## src/rtl/ccip_tx_flow_scheduler_pkg.sv

```systemverilog
// Shared NIC definitions for the CCI-P TX flow scheduler: scheduler states,
// flow id type and the batch-length decode.
package ccip_tx_flow_scheduler_pkg;

  typedef enum logic [1:0] {
    SchIdle  = 2'd0,
    SchGrant = 2'd1,
    SchCool  = 2'd2
  } SchState;

  localparam int LMAX_NUM_OF_FLOWS_DEF = 1;
  typedef logic [LMAX_NUM_OF_FLOWS_DEF-1:0] FlowId;

  localparam int LBATCH_MAX = 2;

  // log2 batch size to entry count; anything above LBATCH_MAX clamps to it.
  function automatic int batch_len(input int l_batch);
    return (l_batch > LBATCH_MAX) ? (1 << LBATCH_MAX) : (1 << l_batch);
  endfunction

endpackage

```

## src/rtl/ccip_tx_flow_scheduler_rr_arbiter.sv

```systemverilog
// Combinational round-robin arbiter: searches the request mask circularly
// starting at ptr and returns a one-hot grant plus its encoded index.
module rr_arbiter #(
  parameter int N  = 2,
  parameter int IW = (N > 1) ? $clog2(N) : 1
) (
  input  logic [N-1:0]  req,
  input  logic [IW-1:0] ptr,
  output logic [N-1:0]  gnt,
  output logic [IW-1:0] idx
);

  logic found;

  always_comb begin
    gnt   = '0;
    idx   = '0;
    found = 1'b0;
    for (int i = 0; i < N; i++) begin
      if (!found && req[(int'(ptr) + i) % N]) begin
        found = 1'b1;
        gnt[(int'(ptr) + i) % N] = 1'b1;
        idx = IW'((int'(ptr) + i) % N);
      end
    end
  end

endmodule

```

## src/rtl/ccip_tx_flow_scheduler.sv

```systemverilog
// Per-flow batch scheduler for the CCI-P TX path: counts unscheduled entries per
// flow and issues round-robin (flow, length) grants. Optional CCIP_TX_SCHED_TIMEOUT_EN.
module ccip_tx_flow_scheduler
  import ccip_tx_flow_scheduler_pkg::*;
#(
  parameter int LMAX_NUM_OF_FLOWS = 1,
  parameter int LFLOW_DEPTH       = 3,
  parameter int LMAX_CCIP_BATCH   = 2,
  parameter int LTIMEOUT          = 8
) (
  input  logic                         clk,
  input  logic                         resetn,
  input  logic                         start,
  input  logic [LMAX_NUM_OF_FLOWS-1:0] number_of_flows,
  input  logic [LMAX_CCIP_BATCH-1:0]   l_tx_batch_size,
  input  logic                         push_valid,
  input  logic [LMAX_NUM_OF_FLOWS-1:0] push_flow_id,
  input  logic                         sRx_c1TxAlmFull,
  output logic                         grant_valid,
  output logic [LMAX_NUM_OF_FLOWS-1:0] grant_flow_id,
  output logic [LMAX_CCIP_BATCH:0]     grant_len,
  input  logic                         grant_ready,
  output logic                         busy,
  output logic                         ovf
);

  localparam int NF = 1 << LMAX_NUM_OF_FLOWS;
  localparam int FW = LMAX_NUM_OF_FLOWS;
  localparam int OW = LFLOW_DEPTH + 1;
  localparam int LW = LMAX_CCIP_BATCH + 1;
  localparam logic [OW-1:0] OCC_FULL = OW'(1 << LFLOW_DEPTH);

  SchState state_reg, state_next;

  logic [NF-1:0][OW-1:0] occ_reg, occ_next;
  logic [NF-1:0]         in_range, full_ready, drop;
  logic [NF-1:0]         arb_req, arb_gnt;
  logic [FW-1:0]         arb_idx, rr_ptr;
  logic                  arb_any;

  logic [FW-1:0] last_grant_reg, last_grant_next;
  logic          grant_valid_reg, grant_valid_next;
  logic [FW-1:0] grant_flow_id_reg, grant_flow_id_next;
  logic [LW-1:0] grant_len_reg, grant_len_next;
  logic          ovf_reg;
  logic          grant_hs;

  logic [LW-1:0] batch, sel_len;
  logic [OW-1:0] batch_occ;

  assign batch     = LW'(batch_len(int'(l_tx_batch_size)));
  assign batch_occ = OW'(batch);

  for (genvar gi = 0; gi < NF; gi++) begin : g_flow
    logic push_f, hs_f, at_full;
    assign push_f         = push_valid && (push_flow_id == FW'(gi));
    assign hs_f           = grant_hs && (grant_flow_id_reg == FW'(gi));
    assign at_full        = (occ_reg[gi] == OCC_FULL);
    assign in_range[gi]   = (FW'(gi) <= number_of_flows);
    assign full_ready[gi] = in_range[gi] && (occ_reg[gi] >= batch_occ);
    // A handshake always frees room, so a same-cycle push is never dropped.
    assign occ_next[gi]   = hs_f ? (occ_reg[gi] + OW'(push_f) - OW'(grant_len_reg)) :
                            (push_f && !at_full) ? (occ_reg[gi] + OW'(1)) : occ_reg[gi];
    assign drop[gi]       = push_f && !hs_f && at_full;
  end

`ifdef CCIP_TX_SCHED_TIMEOUT_EN
  localparam int AW = LTIMEOUT + 1;

  logic [NF-1:0][AW-1:0] age_reg, age_next;
  logic [NF-1:0]         timed_ready;

  for (genvar gi = 0; gi < NF; gi++) begin : g_age
    logic partial;
    assign partial = (occ_reg[gi] != '0) && (occ_reg[gi] < batch_occ);
    // Age saturates once its top bit is set; any push or grant restarts it.
    assign age_next[gi] = (g_flow[gi].push_f || g_flow[gi].hs_f) ? '0 :
                          (partial && !age_reg[gi][LTIMEOUT]) ? (age_reg[gi] + AW'(1)) :
                          age_reg[gi];
    assign timed_ready[gi] = in_range[gi] && partial && age_reg[gi][LTIMEOUT];
  end

  always_ff @(posedge clk or negedge resetn) begin
    if (!resetn) begin
      age_reg <= '0;
    end else begin
      age_reg <= age_next;
    end
  end

  assign arb_req = (|full_ready) ? full_ready : timed_ready;
  assign sel_len = (|full_ready) ? batch : LW'(1);
`else
  wire unused_timeout = ^32'(LTIMEOUT);

  assign arb_req = full_ready;
  assign sel_len = batch;
`endif

  assign rr_ptr = last_grant_reg + FW'(1);

  rr_arbiter #(
    .N  (NF),
    .IW (FW)
  ) u_rr_arbiter (
    .req (arb_req),
    .ptr (rr_ptr),
    .gnt (arb_gnt),
    .idx (arb_idx)
  );

  assign arb_any = |arb_gnt;

  always_comb begin
    state_next         = state_reg;
    grant_valid_next   = grant_valid_reg;
    grant_flow_id_next = grant_flow_id_reg;
    grant_len_next     = grant_len_reg;
    last_grant_next    = last_grant_reg;
    grant_hs           = 1'b0;
    case (state_reg)
      SchIdle: begin
        if (start && !sRx_c1TxAlmFull && arb_any) begin
          state_next         = SchGrant;
          grant_valid_next   = 1'b1;
          grant_flow_id_next = arb_idx;
          grant_len_next     = sel_len;
        end
      end
      SchGrant: begin
        if (grant_ready) begin
          grant_hs         = 1'b1;
          grant_valid_next = 1'b0;
          last_grant_next  = grant_flow_id_reg;
          state_next       = SchCool;
        end
      end
      SchCool: state_next = SchIdle;
      default: state_next = SchIdle;
    endcase
  end

  always_ff @(posedge clk or negedge resetn) begin
    if (!resetn) begin
      state_reg         <= SchIdle;
      occ_reg           <= '0;
      last_grant_reg    <= '1;
      grant_valid_reg   <= 1'b0;
      grant_flow_id_reg <= '0;
      grant_len_reg     <= '0;
      ovf_reg           <= 1'b0;
    end else begin
      state_reg         <= state_next;
      occ_reg           <= occ_next;
      last_grant_reg    <= last_grant_next;
      grant_valid_reg   <= grant_valid_next;
      grant_flow_id_reg <= grant_flow_id_next;
      grant_len_reg     <= grant_len_next;
      ovf_reg           <= ovf_reg | (|drop);
    end
  end

  assign grant_valid   = grant_valid_reg;
  assign grant_flow_id = grant_flow_id_reg;
  assign grant_len     = grant_len_reg;
  assign busy          = (state_reg != SchIdle);
  assign ovf           = ovf_reg;

endmodule

```

## config.mk

```make
export PLATFORM = sky130hd
export DESIGN_NAME = ccip_tx_flow_scheduler
export DESIGN_NICKNAME = d
export VERILOG_FILES = /design/src/rtl/ccip_tx_flow_scheduler_pkg.sv /design/src/rtl/ccip_tx_flow_scheduler_rr_arbiter.sv /design/src/rtl/ccip_tx_flow_scheduler.sv
export SDC_FILE = /design/constraint.sdc
export NUM_CORES = 1
export LEC_CHECK = 0
export ABC_AREA = 1
export BUFFER_PORTS_ARGS = -buffer_cell sky130_fd_sc_hd__buf_2
export CAP_MARGIN = 20
export CORE_ASPECT_RATIO = 0.8
export CORE_MARGIN = 2
export CORE_UTILIZATION = 50
export CTS_CLUSTER_SIZE = 40
export DETAILED_ROUTE_END_ITERATION = 10
export GPL_TIMING_DRIVEN = 0
export PLACE_DENSITY = 0.77
export SYNTH_ARGS = -nofsm -noshare
export SYNTH_HDL_FRONTEND = slang
export SYNTH_SLANG_ARGS = --single-unit
```

## constraint.sdc

```tcl
create_clock -name clk -period 1.81 [get_ports clk]
set_input_delay 0.0905 -clock clk [delete_from_list [all_inputs] [get_ports clk]]
set_output_delay 0.0905 -clock clk [all_outputs]
set_load 0.01 [all_outputs]
```

== Word-level counts from Yosys, hierarchy flattened ==
Index checks and enable logic that the tools add are counted.

* Flip-flop bits (word level): 17
* Input bits: 10
* Output and inout port bits: 7
* Logic and storage cells: 97

* $add $sub $neg: 8
* $lt $le $gt $ge: 9
* Equal/unequal tests: 5
* Shift operators: 1
* Multiplexer cells: 27
* Bitwise gates (word level): 5
* Reduce and logical (&&, ||, !) cells: 34

{| class="wikitable"
|+ Operators by type and width
! cell !! count
|-
| $logic_and A1 B1 Y1 || 17
|-
| $mux W4 || 4
|-
| $mux W1 || 14
|-
| $add A4 B1 Y4 || 2
|-
| $add A4 B1 Y4 const B || 2
|-
| $eq A4 B4 Y1 const B || 2
|-
| $ge A4 B3 Y1 || 2
|-
| $mux W2 || 4
|-
| $reduce_bool A2 Y1 || 4
|-
| $sub A4 B3 Y4 || 2
|-
| $logic_not A1 Y1 || 6
|-
| $reduce_and A2 Y1 || 3
|-
| $ne A2 B2 Y1 const B || 2
|-
| $pmux W2 S2 || 1
|-
| $reduce_or A2 Y1 || 2
|-
| $lt A2 B3 Y1 const B || 1
|-
| $mux W3 || 1
|-
| $reduce_and A3 Y1 || 1
|-
| $shl A1 B2 Y3 const A || 1
|-
| $add A1 B1 Y1 const B || 2
|-
| $demux W1 S1 || 2
|-
| $eq A2 B1 Y1 const B || 1
|-
| $ge A2 B1 Y1 const B || 1
|-
| $gt A2 B2 Y1 const B || 1
|-
| 9 further kinds || 11
|}

== Logic depth before layout (Yosys ltp) ==
Gate-level depths: netlist of the first run.

* Depth in word-level cells: 14
* Gate-level depth with buffers: 12
* Mapped depth without buffers: 12

== Cells and area by module ==
A second synthesis of the first run with hierarchy kept.

* Cells, all modules: 190
* Area, all modules: 1485.2 sq um

{| class="wikitable"
|+ Modules (own cells, without submodules)
! module !! times used !! cells each !! area each (sq um) !! sequential area each (sq um)
|-
| ccip_tx_flow_scheduler || 1 || 185 || 1456.4 || 426.7
|-
| rr_arbiter || 1 || 5 || 28.8 || 0.0
|}

== Worst setup path after synthesis of the first run ==
No wires, ideal clock.

* Path kind: register to register
* From: register grant_len_reg[0], in the netlist grant_len[0]
* To: register occ_reg[2] (netlist name)
* Library setup time: 0.130 ns
* Arrival: 1.684 ns
* Required time: 1.680 ns
* Path slack: -0.004 ns
* Stages on the path, launching flop included: 9
* Buffers on the path: 0
* Clock period less this slack: 1.814 ns
* Cells stage by stage: dfrtp_1 -> ha_1 -> inv_1 -> ha_1 -> inv_1 -> fa_1 -> xnor2_1 -> o211ai_1 -> o21ai_0

* Cells in the longest elaborated chain, start to end: 2

{| class="wikitable"
|+ Ends and longest elaborated chain
! what !! RTL line !! source
|-
| start, declared || ccip_tx_flow_scheduler.sv:44 || <nowiki>logic [LW-1:0] grant_len_reg, grant_len_next;</nowiki>
|-
| start signal, assigned || ccip_tx_flow_scheduler.sv:158 || <nowiki>grant_len_reg <= grant_len_next;</nowiki>
|-
| $sub A4 B3 Y4 || ccip_tx_flow_scheduler.sv:62 || <nowiki>assign occ_next[gi] = hs_f ? (occ_reg[gi] + OW'(push_f) - OW'(grant_len_reg)) :</nowiki>
|-
| $mux W4 || ccip_tx_flow_scheduler.sv:62 ||
|-
| end signal, assigned || ccip_tx_flow_scheduler.sv:154 || <nowiki>occ_reg <= occ_next;</nowiki>
|-
| end, declared || ccip_tx_flow_scheduler.sv:35 || <nowiki>logic [NF-1:0][OW-1:0] occ_reg, occ_next;</nowiki>
|}

No other way between the ends.
A chain may end at the register's enable or synchronous reset.

== Worst setup path in the final report of the first run ==
* From: register grant_len_reg[0], in the netlist grant_len[0]
* To: register occ_reg[6] (netlist name)

The elaborated chain is that of the path after synthesis.

==> results of run 1 <==
## final timing paths
path / start / endpoint / slack, ns
max reg2reg: grant_len[0] / occ_reg[6] / 0.03
min in group asynchronous: resetn / grant_flow_id / 0.29
max: grant_len[0] / occ_reg[6] / 0.03
min reg2reg: last_grant_reg / last_grant_reg / 0.48
max in group asynchronous: resetn / last_grant_reg / 1.20
min: l_tx_batch_size[1] / grant_len[2] / 0.09
## timing repair
| action | CTS | global route |
|---|---|---|
| setup endpoints to repair | 3 | 6 |
| hold buffers | 1 | 0 |
| cloned | 0 | 0 |
| setup buffers | 1 | 1 |
| gates resized for setup | 10 | 13 |
| hold endpoints to repair | 16 | 0 |
| pin swaps | 4 | 3 |
## per-layer routing
metal  share of wire, %  global-route usage [%]
met1                 51                    29.0
met2                 45                    35.7
met4               0.41                    3.55
met5                  0                       0
met3                3.9                    5.16
## worst reg2reg max path: stages (launching register included)
cell,delay (ns)
dfrtp_2,0.48
ha_4,0.25
inv_4,0.05
ha_4,0.12
inv_2,0.03
fa_2,0.34
xnor2_2,0.14
o211ai_1,0.16
o21ai_1,0.09
## kinds of logic (layout without fill, tap and decap cells)
group           Yosys count  count (layout)  share of synthesized area (%)
fa+ha+maj                24              24                           21.2
buf+inv                  36              59                           9.59
simple gates             91              91                           30.1
xor+xnor                  6               6                           3.53
compound gates           17              17                           6.90
flops                    17              17                           28.7
## placed cells by master, fill, tap and decap left out, drive strengths merged
master / Yosys / layout
a21oi: 4 / 4
buf: 1 / 19
clkbuf: 0 / 3
clkinv: 0 / 1
dfrtp: 16 / 16
dfstp: 1 / 1
dlygate4sd3: 0 / 1
fa: 2 / 2
ha: 22 / 22
inv: 35 / 35
nand2: 54 / 54
nand2b: 1 / 1
nand3: 18 / 18
nand4: 3 / 3
nor2: 14 / 14
nor3b: 1 / 1
o211ai: 4 / 4
o21ai: 7 / 7
o22ai: 1 / 1
o31ai: 1 / 1
xnor2: 6 / 6
## power by group through the flow
stage	combinational, mW	sequential (mW)	clock (mW)
after floorplan	1.39	0.764	0
after detailed placement	1.78	0.801	0
final	2.17	0.832	0.289
after global routing	2.48	0.864	0.321
after global placement	1.72	0.796	0
after CTS	1.91	0.811	0.297
## final cells by class
class	instances	area [um2]	share of cell area, %
multi-input cells	138	1030	57.2
flip-flops and latches	17	429	23.7
inverters	35	134	7.40
repair buffers	19	105	5.81
well taps	38	47.5	2.63
clock buffers	3	41.3	2.28
plain buffers	1	11.3	0.623
clock inverters	1	5.00	0.277
## metrics by stage
| stage | power, mW | utilization, % | hold slack (ns) | setup WS, ns |
|---|---|---|---|---|
| 5_1_grt | 3.66 | 64.9 | 0.0926 | -0.0594 |
| 3_3_place_gp | 2.52 | 58.0 | 0.0412 | -0.0905 |
| 6_report | 3.29 | 64.9 | 0.0901 | 0.0281 |
| 3_5_place_dp | 2.58 | 58.0 | 0.0450 | -0.132 |
| 2_1_floorplan | 2.15 | - | -0.205 | 0.0103 |
| 4_1_cts | 3.02 | 62.1 | 0.0838 | 0.00117 |
==> summary.txt, run 1 <==
Synth
  – Yosys top cell by area: dfrtp_1
  – Sequential area share after synthesis: 28.7%
  – Top-count cell post-synth: nand2_1
  – Number of flops mapped to enable cells by yosys: 0
  – Synth area leaders: dfrtp_1 27%, ha_1 19%, nand2_1 11%
  – Post-Synthesis Cell Area: around 1500 um2
  – Asr flop ratio synth: 100%
  – Synth Warn #: 0
  – Register bit count reported by yosys: 17
  – Post-Syn Nets: around 230
  – Syn_area_per_cell: 7.79 um2
  – Post-synthesis cell count: about 190
  – Synth cell count leaders: 45 x nand2_1, 28 x inv_1, 22 x ha_1
  – Top-area cell type share of the netlist area: 26.9%
  – Synth Flop Type: dfrtp_1
  – Synth cell types: 26

CTS
  – CTS tree: yes
  – CTS Buf Count: 3
  – Clock Path Buffers: 2
  – # clock sinks: 17
  – Clk_lat worst skew: between 0.2 and 0.3 ns
  – Clock root buffer: clkbuf_8
  – Clk slew on worst S/H paths: 0.07 ns
  – H-tree depth: 1

STA
  – Rel. slew slack: approximately 73%
  – Fin. max-slew vios: 0
  – RSZ-0062 raised after global routing: true
  – Worst slew pin tran: 0.405 ns
  – Tcrit/Tclk final: 98.4%
  – Period minus WS final: 1.78 ns
  – Final hold vios: 0
  – Fmax: 0.561 GHz
  – Setup TNS: 0 ns
  – Clk_skew: 0.00188 ns
  – # setup viols final: 0

Power
  – Sw power: 1.54 mW
  – P_int: roughly 1.8 mW
  – Worst vdd ir: 1160 uV
  – Switching share of power: 46.7%
  – Logic pwr share: 66.0%
  – Sequential share of power: 25.3%
  – Total power per unit cell area: 1820 nW/um2
  – P_leak: 0.910 nW
  – Clock Power Share: 8.8%

Drt
  – Routed Antenna Nets: 0
  – WL/cell: 12.5 um
  – DRT iter0 DRCs: 51
  – Vias: 1,264
  – Routed Wire Length: 3140 um
  – DR pass1 iterations: 4
  – Vias/cell: approximately 5
  – DRC: 0

Global routing
  – Number of global-route vias before repair: 1,242
  – Global Route Usage Sum: 21.5%
  – Global-route wire length before repair: 5520 um
  – GRT Residual Overflow: 0
  – Initial antenna violation count: 0
  – Pin count of the biggest net entering global routing: 18

Floorplanning
  – Die Wd: about 65 um
  – Starting Density: between 50% and 60%
  – Core ar.: 2790 um2
  – Die area: around 3400 um2
  – I/O Pins: 17
  – Die Span Y: 52.8 um
  – Placement Rows: 17

Worst setup path
  – Crit start category: register
  – CP max FO: 4
  – Most frequent CP cell: ha_4
  – Critical path class: reg2reg
  – CP delay by family, top: adder cells
  – CP endpoint kind: register
  – Crit-path slowest cell: dfrtp_2
  – CP arrival: 1.92 ns
  – Crit-path cells: ha_4, inv_4, ha_4, inv_2, fa_2, xnor2_2, o211ai_1, o21ai_1
  – Register-to-Register Path Depth: 8
  – CP bufs+invs: 2
  – Max stage delay on crit path: 0.48 ns
  – Levels on crit path: 8
  – Critical Path RT: 1.95 ns

Final layout
  – Syn-to-layout area delta: 21.5%
  – Share of layout cells above drive strength 1: 30.8%
  – Largest register FFs: 8
  – Fin cells: 252
  – # nets final: 249
  – Fill count: 249
  – Area of all placed cells without fillers: roughly 1800 um2
  – Diode count: 0

Min path
  – Worst hold path cell count: 3
  – Type of the tightest min-delay check: in2reg

Job
  – Max_cap viols: 0

Placed design
  – Final Wtd Congestion: 0.790
  – Hpwl dp: 2400 um
  – DP Area: 1620 um2
  – Placed insts: between 200 and 250
  – Number of port buffers: 16

Run status
  – Status: finished clean
No activity file was read; power rests on OpenSTA's default activity.
==> inputs of run 2 (changes only) <==
--- a/config.mk
+++ b/config.mk
@@ -15,6 +15,7 @@
 export DETAILED_ROUTE_END_ITERATION = 10
 export GPL_TIMING_DRIVEN = 0
 export PLACE_DENSITY = 0.77
+export RECOVER_POWER = 25
 export SYNTH_ARGS = -nofsm -noshare
 export SYNTH_HDL_FRONTEND = slang
 export SYNTH_SLANG_ARGS = --single-unit
==> run 2 against run 1 <==
  * Global-route usage is the same
  * Die area is the same
  * Sequential share of layout area is essentially flat
  * Clock power is essentially flat
  * Sequential cell count is the same
  * Critical path depth is the same
  * Routed wire length is essentially flat
  * Critical path type unchanged
  * Largest cell class unchanged
  * Highest routed layer unchanged
==> summary.txt, run 2 (synthesized netlist as in run 1, its figures left out) <==
Run status
  – Status: finished clean

Global routing
  – Global-route wire length before repair: 5520 um
  – Global Route Usage Sum: 21.5%
  – Number of global-route vias before repair: 1,242
  – GRT Residual Overflow: 0
  – Initial antenna violation count: 0
  – Pin count of the biggest net entering global routing: 18

Drt
  – Vias: 1,264
  – DRC: 0
  – DRT iter0 DRCs: 51
  – DR pass1 iterations: 4
  – Routed Antenna Nets: 0
  – Vias/cell: 5.02
  – WL/cell: around 12 um
  – Routed Wire Length: 3140 um

CTS
  – Clock Path Buffers: 2
  – CTS tree: yes
  – # clock sinks: 17
  – CTS Buf Count: 3
  – Clock root buffer: clkbuf_8
  – Clk_lat worst skew: 0.25 ns
  – H-tree depth: 1
  – Clk slew on worst S/H paths: 0.07 ns

Placed design
  – DP Area: ~1600 um2
  – Placed insts: ~250
  – Hpwl dp: around 2400 um
  – Final Wtd Congestion: ~0.79
  – DP Worst Slack: -0.132 ns
  – Number of port buffers: 16

Final layout
  – Commonest non-fill, non-tap cell in the layout: nand2_1
  – Largest register FFs: 8
  – Fin cells: 252
  – Commonest non-fill, non-tap cells in the layout: 45 x nand2_1, 23 x inv_1, 16 x nand3_1, 15 x buf_2
  – Area of all placed cells without fillers: 1810 um2
  – # nets final: approximately 250
  – Diode count: 0
  – Share of layout cells above drive strength 1: between 30 and 40%
  – Post-layout util: around two thirds
  – Syn-to-layout area delta: 21.4%

Power
  – Total power per unit cell area: roughly 1800 nW/um2
  – Worst vdd ir: 1160 uV
  – Power, Total: 3.29 mW
  – P_leak: 0.907 nW

Floorplanning
  – Placement Rows: 17
  – Die Wd: 65.0 um
  – Die Span Y: ~53 um
  – Core ar.: about 2800 um2
  – Die area: between 3000 and 4000 um2
  – Starting Density: 53.4%
  – I/O Pins: 17

STA
  – Worst slew pin tran: 0.969 ns
  – Period minus WS final: between 1.5 and 2 ns
  – Fmax: 0.561 GHz
  – Min setup slack post-route: 0.0281 ns
  – # setup viols final: 0
  – Final hold slack: about 0.09 ns
  – Final hold vios: 0
  – Tcrit/Tclk final: 98.4%
  – RSZ-0062 raised after global routing: true
  – Setup TNS: 0 ns
  – Clk_skew: 0.00188 ns
  – Fin. max-slew vios: 0
  – Rel. slew slack: 35.4%

Job
  – Max_cap viols: 0

Worst setup path
  – Crit start category: register
  – Most frequent CP cell: ha_4
  – Crit-path cells: ha_4, inv_4, ha_4, inv_2, fa_2, xnor2_2, o211ai_1, o21ai_1
  – CP bufs+invs: 2
  – CP arrival: 1.92 ns
  – Crit-path slowest cell: dfrtp_2
  – CP max FO: 4
  – Max stage delay on crit path: around 0.48 ns
  – Critical Path RT: between 1.5 and 2 ns
  – CP delay by family, top: adder cells
  – CP endpoint kind: register
  – Critical path class: reg2reg

Min path
  – Type of the tightest min-delay check: in2reg
## run 2: cell types whose count changed in the layout (fill, tap and decap cells not counted)
cell,delta
clkbuf_1,+1
buf_2,-1
## run 2: what timing repair did
item | 4_1_cts | 5_1_grt
resized for setup | 10 | 13
buffers inserted | 1 | 1
endpoints found under the setup margin | 3 | 6
pin swaps | 4 | 3
hold endpoints to repair | 16 | 0
hold buffers | 1 | 0
## run 2: power by group
group | total (mW) | internal (mW) | switching [mW] | leakage, nW
clock | 0.289 | 0.153 | 0.136 | 0.0255
combinational | 2.17 | 1.04 | 1.13 | 0.678
sequential | 0.831 | 0.561 | 0.270 | 0.204
## run 2: worst reg2reg max path, stage by stage, from the launching register on
cell and delay, ns:
dfrtp_2 0.48, ha_4 0.25, inv_4 0.05, ha_4 0.12
inv_2 0.03, fa_2 0.34, xnor2_2 0.14, o211ai_1 0.16
o21ai_1 0.09
## run 2: final timing paths
path                             endpoint               start  slack [ns]  cells after the start
max reg2reg                    occ_reg[6]        grant_len[0]        0.03                      8
max in group asynchronous      occ_reg[5]              resetn        0.66                      2
min reg2reg                last_grant_reg      last_grant_reg        0.48                      2
max                            occ_reg[6]        grant_len[0]        0.03                      8
min in group asynchronous   grant_flow_id              resetn        0.50                      2
min                          grant_len[2]  l_tx_batch_size[1]        0.09                      3
## run 2: metal layers
layer	routed length (um)	part of all wire [%]	vias to the layer above	global-route usage [%]
li1	-	-	661	-
met1	1600	51	576	29.0
met2	1410	45	25	35.7
met3	121	3.9	2	5.16
met4	13	0.41	0	3.55
met5	0	0	-	0
## run 2: final cells by class
class / count / area [um2]
Timing Repair Buffer: 19 / 104
Clock inverter: 1 / 5.00
Inverter: 35 / 134
Buffer: 1 / 11.3
Sequential cell: 17 / 429
Fill cell: 249 / 980
Clock buffer: 3 / 41.3
Multi-Input combinational cell: 138 / 1030
Tap cell: 38 / 47.5
